File: config.mk
export PLATFORM = sky130hd
export DESIGN_NAME = uart_frame_rx
export DESIGN_NICKNAME = d
export VERILOG_FILES = /design/src/rtl/uart_frame_rx.sv
export SDC_FILE = /design/constraint.sdc
export NUM_CORES = 1
export LEC_CHECK = 0
export ABC_AREA = 0
export BUFFER_PORTS_ARGS = -buffer_cell sky130_fd_sc_hd__buf_2
export CAP_MARGIN = 40
export CORE_UTILIZATION = 40
export CTS_CLUSTER_SIZE = 28
export DETAILED_ROUTE_END_ITERATION = 16
export PLACE_DENSITY = 0.63
export SYNTH_ARGS = -nofsm -noshare
export SYNTH_HDL_FRONTEND = slang
export SYNTH_SLANG_ARGS = --single-unit
File: constraint.sdc
create_clock -name clk_i -period 9.4 [get_ports clk_i]
set_clock_uncertainty 0.2 [all_clocks]
set_input_delay 0.94 -clock clk_i [delete_from_list [all_inputs] [get_ports clk_i]]
set_output_delay 0.94 -clock clk_i [all_outputs]
set_load 0.03 [all_outputs]
File: src/rtl/uart_frame_rx.sv
// ----------------------------------------------------------------------------
// uart_frame_rx
//
// Frame decoder sitting behind uart_rx. Hunts for SYNC_BYTE, then takes a
// length byte L (1..MAX_LEN), L payload bytes and a checksum byte C such that
// (L + sum(payload) + C) mod 256 == 0. Clean frames are replayed from an
// internal buffer as a vld/rdy byte stream with a last marker. Bad length,
// bad checksum or an inter-byte gap of TIMEOUT_CYC cycles drops the frame and
// raises a one-cycle error pulse with a cause code.
//
// Ports:
//   clk_i, rst_i               clock, synchronous active-high reset
//   uart_rx_data_vld_i/_i/_rdy_o  byte stream in (rdy is registered)
//   frame_data_o/_vld_o/_last_o/_rdy_i  payload stream out
//   frame_err_o                one-cycle error pulse
//   frame_err_code_o           1=LEN, 2=CSUM, 3=TIMEOUT; holds last cause
//
// Optional build macro UART_FRAME_RX_STAT_EN adds saturating counters
//   frame_ok_cnt_o[15:0]  (frames fully delivered)
//   frame_err_cnt_o[15:0] (error pulses)
// ----------------------------------------------------------------------------
module uart_frame_rx #(
  parameter int         MAX_LEN     = 16,
  parameter logic [7:0] SYNC_BYTE   = 8'hA5,
  parameter int         TIMEOUT_CYC = 100000
) (
  input  logic       clk_i,
  input  logic       rst_i,
  input  logic       uart_rx_data_vld_i,
  input  logic [7:0] uart_rx_data_i,
  output logic       uart_rx_data_rdy_o,
  output logic [7:0] frame_data_o,
  output logic       frame_data_vld_o,
  output logic       frame_data_last_o,
  input  logic       frame_data_rdy_i,
  output logic       frame_err_o,
  output logic [1:0] frame_err_code_o
`ifdef UART_FRAME_RX_STAT_EN
  ,
  output logic [15:0] frame_ok_cnt_o,
  output logic [15:0] frame_err_cnt_o
`endif
);

  localparam int             AW        = (MAX_LEN > 1) ? $clog2(MAX_LEN) : 1;
  localparam int             TW        = $clog2(TIMEOUT_CYC + 1);
  localparam logic [7:0]     MAX_LEN_B = 8'(MAX_LEN);
  localparam logic [TW-1:0]  TMO_LAST  = TW'(TIMEOUT_CYC - 1);

  typedef enum logic [2:0] {S_IDLE, S_LEN, S_PAYLOAD, S_CSUM, S_OUT} state_t;

  state_t        state_reg, state_next;
  logic          rdy_reg, rdy_next;
  logic [7:0]    len_reg, len_next;
  logic [7:0]    idx_reg, idx_next;
  logic [7:0]    csum_reg, csum_next;
  logic [TW-1:0] tmo_reg, tmo_next;
  logic          vld_reg, vld_next;
  logic          last_reg, last_next;
  logic          err_reg, err_next;
  logic [1:0]    code_reg, code_next;
  logic [7:0]    data_reg;

  logic          mem_we, mem_rd_en;
  logic [AW-1:0] mem_waddr, mem_raddr;
  logic [7:0]    buf_mem [MAX_LEN];

  logic          accept, xfer, in_frame;
  logic [7:0]    csum_sum;

  assign accept   = uart_rx_data_vld_i & rdy_reg;
  assign xfer     = vld_reg & frame_data_rdy_i;
  assign csum_sum = csum_reg + uart_rx_data_i;
  assign in_frame = (state_reg == S_LEN) || (state_reg == S_PAYLOAD) || (state_reg == S_CSUM);

  always_comb begin
    state_next = state_reg;
    len_next   = len_reg;
    idx_next   = idx_reg;
    csum_next  = csum_reg;
    tmo_next   = tmo_reg;
    vld_next   = vld_reg;
    last_next  = last_reg;
    err_next   = 1'b0;
    code_next  = code_reg;
    mem_we     = 1'b0;
    mem_rd_en  = 1'b0;
    mem_waddr  = idx_reg[AW-1:0];
    mem_raddr  = idx_reg[AW-1:0];

    case (state_reg)
      S_IDLE: begin
        tmo_next = '0;
        if (accept && uart_rx_data_i == SYNC_BYTE) state_next = S_LEN;
      end
      S_LEN: begin
        if (accept) begin
          tmo_next = '0;
          if (uart_rx_data_i == 8'd0 || uart_rx_data_i > MAX_LEN_B) begin
            err_next   = 1'b1;
            code_next  = 2'd1;
            state_next = S_IDLE;
          end else begin
            len_next   = uart_rx_data_i;
            csum_next  = uart_rx_data_i;
            idx_next   = 8'd0;
            state_next = S_PAYLOAD;
          end
        end
      end
      S_PAYLOAD: begin
        if (accept) begin
          tmo_next  = '0;
          mem_we    = 1'b1;
          csum_next = csum_sum;
          idx_next  = idx_reg + 8'd1;
          if (idx_reg == len_reg - 8'd1) state_next = S_CSUM;
        end
      end
      S_CSUM: begin
        if (accept) begin
          tmo_next = '0;
          if (csum_sum == 8'd0) begin
            // Prefetch buf[0] on this edge so the first byte is valid at once.
            mem_rd_en  = 1'b1;
            mem_raddr  = '0;
            idx_next   = 8'd0;
            vld_next   = 1'b1;
            last_next  = (len_reg == 8'd1);
            state_next = S_OUT;
          end else begin
            err_next   = 1'b1;
            code_next  = 2'd2;
            state_next = S_IDLE;
          end
        end
      end
      S_OUT: begin
        tmo_next = '0;
        if (xfer) begin
          if (last_reg) begin
            vld_next   = 1'b0;
            last_next  = 1'b0;
            state_next = S_IDLE;
          end else begin
            mem_rd_en = 1'b1;
            mem_raddr = AW'(idx_reg + 8'd1);
            idx_next  = idx_reg + 8'd1;
            last_next = ((idx_reg + 8'd1) == (len_reg - 8'd1));
          end
        end
      end
      default: state_next = S_IDLE;
    endcase

    // Inter-byte watchdog: counts idle cycles since the last accepted byte.
    if (in_frame && !accept) begin
      if (tmo_reg == TMO_LAST) begin
        tmo_next   = '0;
        err_next   = 1'b1;
        code_next  = 2'd3;
        state_next = S_IDLE;
      end else begin
        tmo_next = tmo_reg + TW'(1);
      end
    end

    // Upstream is held off while the buffer is being replayed.
    rdy_next = (state_next != S_OUT);
  end

  always_ff @(posedge clk_i) begin
    if (rst_i) begin
      state_reg <= S_IDLE;
      rdy_reg   <= 1'b0;
      len_reg   <= 8'd0;
      idx_reg   <= 8'd0;
      csum_reg  <= 8'd0;
      tmo_reg   <= '0;
      vld_reg   <= 1'b0;
      last_reg  <= 1'b0;
      err_reg   <= 1'b0;
      code_reg  <= 2'd0;
    end else begin
      state_reg <= state_next;
      rdy_reg   <= rdy_next;
      len_reg   <= len_next;
      idx_reg   <= idx_next;
      csum_reg  <= csum_next;
      tmo_reg   <= tmo_next;
      vld_reg   <= vld_next;
      last_reg  <= last_next;
      err_reg   <= err_next;
      code_reg  <= code_next;
    end
  end

  // Payload buffer: write port plus a registered read port whose output
  // register doubles as frame_data_o.
  always_ff @(posedge clk_i) begin
    if (mem_we) buf_mem[mem_waddr] <= uart_rx_data_i;
  end

  always_ff @(posedge clk_i) begin
    if (rst_i)          data_reg <= 8'd0;
    else if (mem_rd_en) data_reg <= buf_mem[mem_raddr];
  end

  assign uart_rx_data_rdy_o = rdy_reg;
  assign frame_data_o       = data_reg;
  assign frame_data_vld_o   = vld_reg;
  assign frame_data_last_o  = last_reg;
  assign frame_err_o        = err_reg;
  assign frame_err_code_o   = code_reg;

`ifdef UART_FRAME_RX_STAT_EN
  logic [15:0] ok_cnt_reg, err_cnt_reg;

  always_ff @(posedge clk_i) begin
    if (rst_i) begin
      ok_cnt_reg  <= 16'd0;
      err_cnt_reg <= 16'd0;
    end else begin
      if (xfer && last_reg && ok_cnt_reg != 16'hFFFF) ok_cnt_reg <= ok_cnt_reg + 16'd1;
      if (err_reg && err_cnt_reg != 16'hFFFF) err_cnt_reg <= err_cnt_reg + 16'd1;
    end
  end

  assign frame_ok_cnt_o  = ok_cnt_reg;
  assign frame_err_cnt_o = err_cnt_reg;
`endif

endmodule
==> qor.csv <==
metric,value,unit
start_util,40.8,%
fin_crit_sh,51.7,%
diodes,0,
setup_violations,0,
period_minus_slack,4860,ps
numCtsBuffers,17,
netlist_area,8900,µm²
postSynth.asyncResetShare,0,%
cpMaxStageDelayCell,nor4_4,
core-area,21800,µm²
synth-main-ff-cell,edfxtp_1,
crit_path_start_kind,input pin,
die_y,151,µm
fmax,0.206,GHz
wl_per_cell,19.7,µm
grt_use_total,19.8,%
cts.clk_slew.worst_paths,70,ps
post_cts_buffers,0,
synth_top_family_by_area,simple AND/OR/NAND/NOR gates,
drv_slew,0,
ant_nets,0,
syn_avg_cell_area,11.5,µm²
yosysSeqAreaShare,56.2,%
tightest_slew,951,ps
grt_pass1_wl,33600,µm
synth_cells,776,
largest_register_ff_count,128,
io_pins,26,
synthSimpleGateAreaFrac,16.2,%
ys_seq_elements,186,
via_per_inst,5.72,
syn-num-nets,803,
yosysTopAreaCell,edfxtp_1,
insertion_delay,430,ps
worst-setup-path-type,input pin to register,
tns,0,ps
p_total,1.71,mW
synth_edf_count,128,
die_w,151,µm
max_stage_delay,590,ps
report.final.hold_viol_count,0,
cts_tree,yes,
die-area,22800,µm²
crit_family,simple AND/OR/NAND/NOR gates,
gp_congestion,0.811,
yosys-mux-area-fraction,5.36,%
cts-root-buf,clkbuf_16,
synth_compound_area_share,13.3,%
grt_pass1_vias,5993,
synth_top_area_share,43.2,%
drive_gt1_share,13.6,%
hpwlAfterDp,14300,µm
drt_iter0_drc,484,
relSlewSlack,36.6,%
portBuffers,25,
htree_levels,4,
nNetsFinal,816,
worst_ep_arrival_time,5010,ps
ctsHoldBuffers,0,
std_cell_rows,54,
n_fill_cell,1993,
cap_violations,0,
synth_xor_area_share,4.02,%
grt_start_max_net_pins,32,
synthAdderAreaFrac,2.19,%
worst-endpoint-required,9550,ps
vias,6193,
end_kind,register,
clock-sinks,186,
ctsResizeCount,0,
wirelength,21300,µm
crit_path_cell_trace,"buf_2, ha_1, inv_1, fa_1, nand2b_1, a21oi_1, xor2_1, or3_1, nor4_4, o22ai_1, nor2_1, o211ai_1, a41oi_1",
status,finished clean,
ir_worst_vdd,106,µV
power.leakage,3.45,nW
rsz0062_at_grt,false,
antenna_found_initial,0,
post-route-drc-count,0,
p_per_area,172,nW/µm²
syn_to_final_growth,11.7,%
synth_common_cells,"128 x edfxtp_1, 73 x nor2_1, 58 x dfxtp_1",
crit_buf_inv,2,
overflow,0,
synth_most_common_cell,edfxtp_1,
cp_max_fo,21,
synthTopCellsByArea,"edfxtp_1 43%, dfxtp_1 13%, nor2_1 3.1%",
cts_buffer_depth,2,
synth_cell_types,67,
synth_warnings,0,
hp-class,register to register,
first_pass_iters,5,
## report_power, final
group | switching [mW] | total [mW] | internal (mW)
combinational | 0.0270 | 0.0356 | 0.00866
clock | 0.319 | 0.797 | 0.478
sequential | 0.000260 | 0.873 | 0.873
## placed cells by master (no fill, tap or decap), types with 8 or more instances in the layout
cell type | Yosys | final
edfxtp_1 | 128 | 128
nor2_1 | 73 | 72
dfxtp_1 | 58 | 58
a21oi_1 | 41 | 41
nand2_1 | 39 | 39
nand3_1 | 28 | 28
o21ai_0 | 27 | 27
and3_1 | 26 | 26
buf_2 | 9 | 25
mux2i_1 | 24 | 24
mux2_2 | 21 | 21
xor2_1 | 21 | 21
o211ai_1 | 19 | 19
xnor2_1 | 18 | 18
nor3_1 | 18 | 18
inv_1 | 17 | 17
clkbuf_16 | 0 | 17
nor3b_1 | 15 | 15
a211o_1 | 15 | 15
and2_1 | 15 | 15
ha_1 | 14 | 14
o21bai_1 | 8 | 8
## routing by layer
layer,global-route usage [%],up-vias,routed length (µm)
li1,-,2948,-
met1,26.9,3026,9620
met2,31.9,190,10100
met3,3.61,29,1140
met4,6.75,0,384
met5,0,-,0
## through the flow
step / instances / area, µm² / util, % / setup slack [ps] / hold WS (ps)
after floorplan: 776 / 8900 / - / 5320 / 260
after global placement: 1048 / 9250 / 42.4 / 4310 / 274
after detailed placement: 1050 / 9280 / 42.5 / 4210 / 284
after CTS: 1082 / 9940 / 45.6 / 4650 / 298
after global routing: 1082 / 9940 / 45.6 / 4260 / 309
final: 1082 / 9940 / 45.6 / 4540 / 294
## worst paths after layout
kind              slack [ps]                      endpoint  cells past startpoint                     start
hold / removal           290      csum_reg[1]$_SDFFE_PP0P_                      2  csum_reg[1]$_SDFFE_PP0P_
hold reg to reg          290      csum_reg[1]$_SDFFE_PP0P_                      2  csum_reg[1]$_SDFFE_PP0P_
setup reg to reg        5150  frame_data_o[1]$_SDFFE_PP0P_                     12  csum_reg[0]$_SDFFE_PP0P_
setup / recovery        4540  frame_data_o[1]$_SDFFE_PP0P_                     13         uart_rx_data_i[0]
## worst reg2reg max path, stage by stage (launching register included)
cell	delay, ps
dfxtp_1	340
ha_1	180
inv_1	60
fa_1	380
nand2b_1	190
a21oi_1	170
xor2_1	110
or3_1	500
nor4_4	590
o22ai_1	320
nor2_1	550
o211ai_1	290
a41oi_1	280
## kinds of logic after synthesis
| group | after synthesis |
|---|---|
| simple gates | 266 |
| flops | 186 |
| xor+xnor | 40 |
| compound gates | 168 |
| fa+ha+maj | 15 |
| buf+inv | 56 |
| mux | 45 |
## cell type report
cell class	count	area [µm²]	area share, %
flip-flops and latches	186	5000	50.3
multi-input cells	534	3660	36.9
inverters	17	63.8	0.642
clock buffers	17	425	4.28
repair buffers	33	198	1.99
clock inverters	15	236	2.38
well taps	280	350	3.52
No activity file was read; power rests on OpenSTA's default activity.
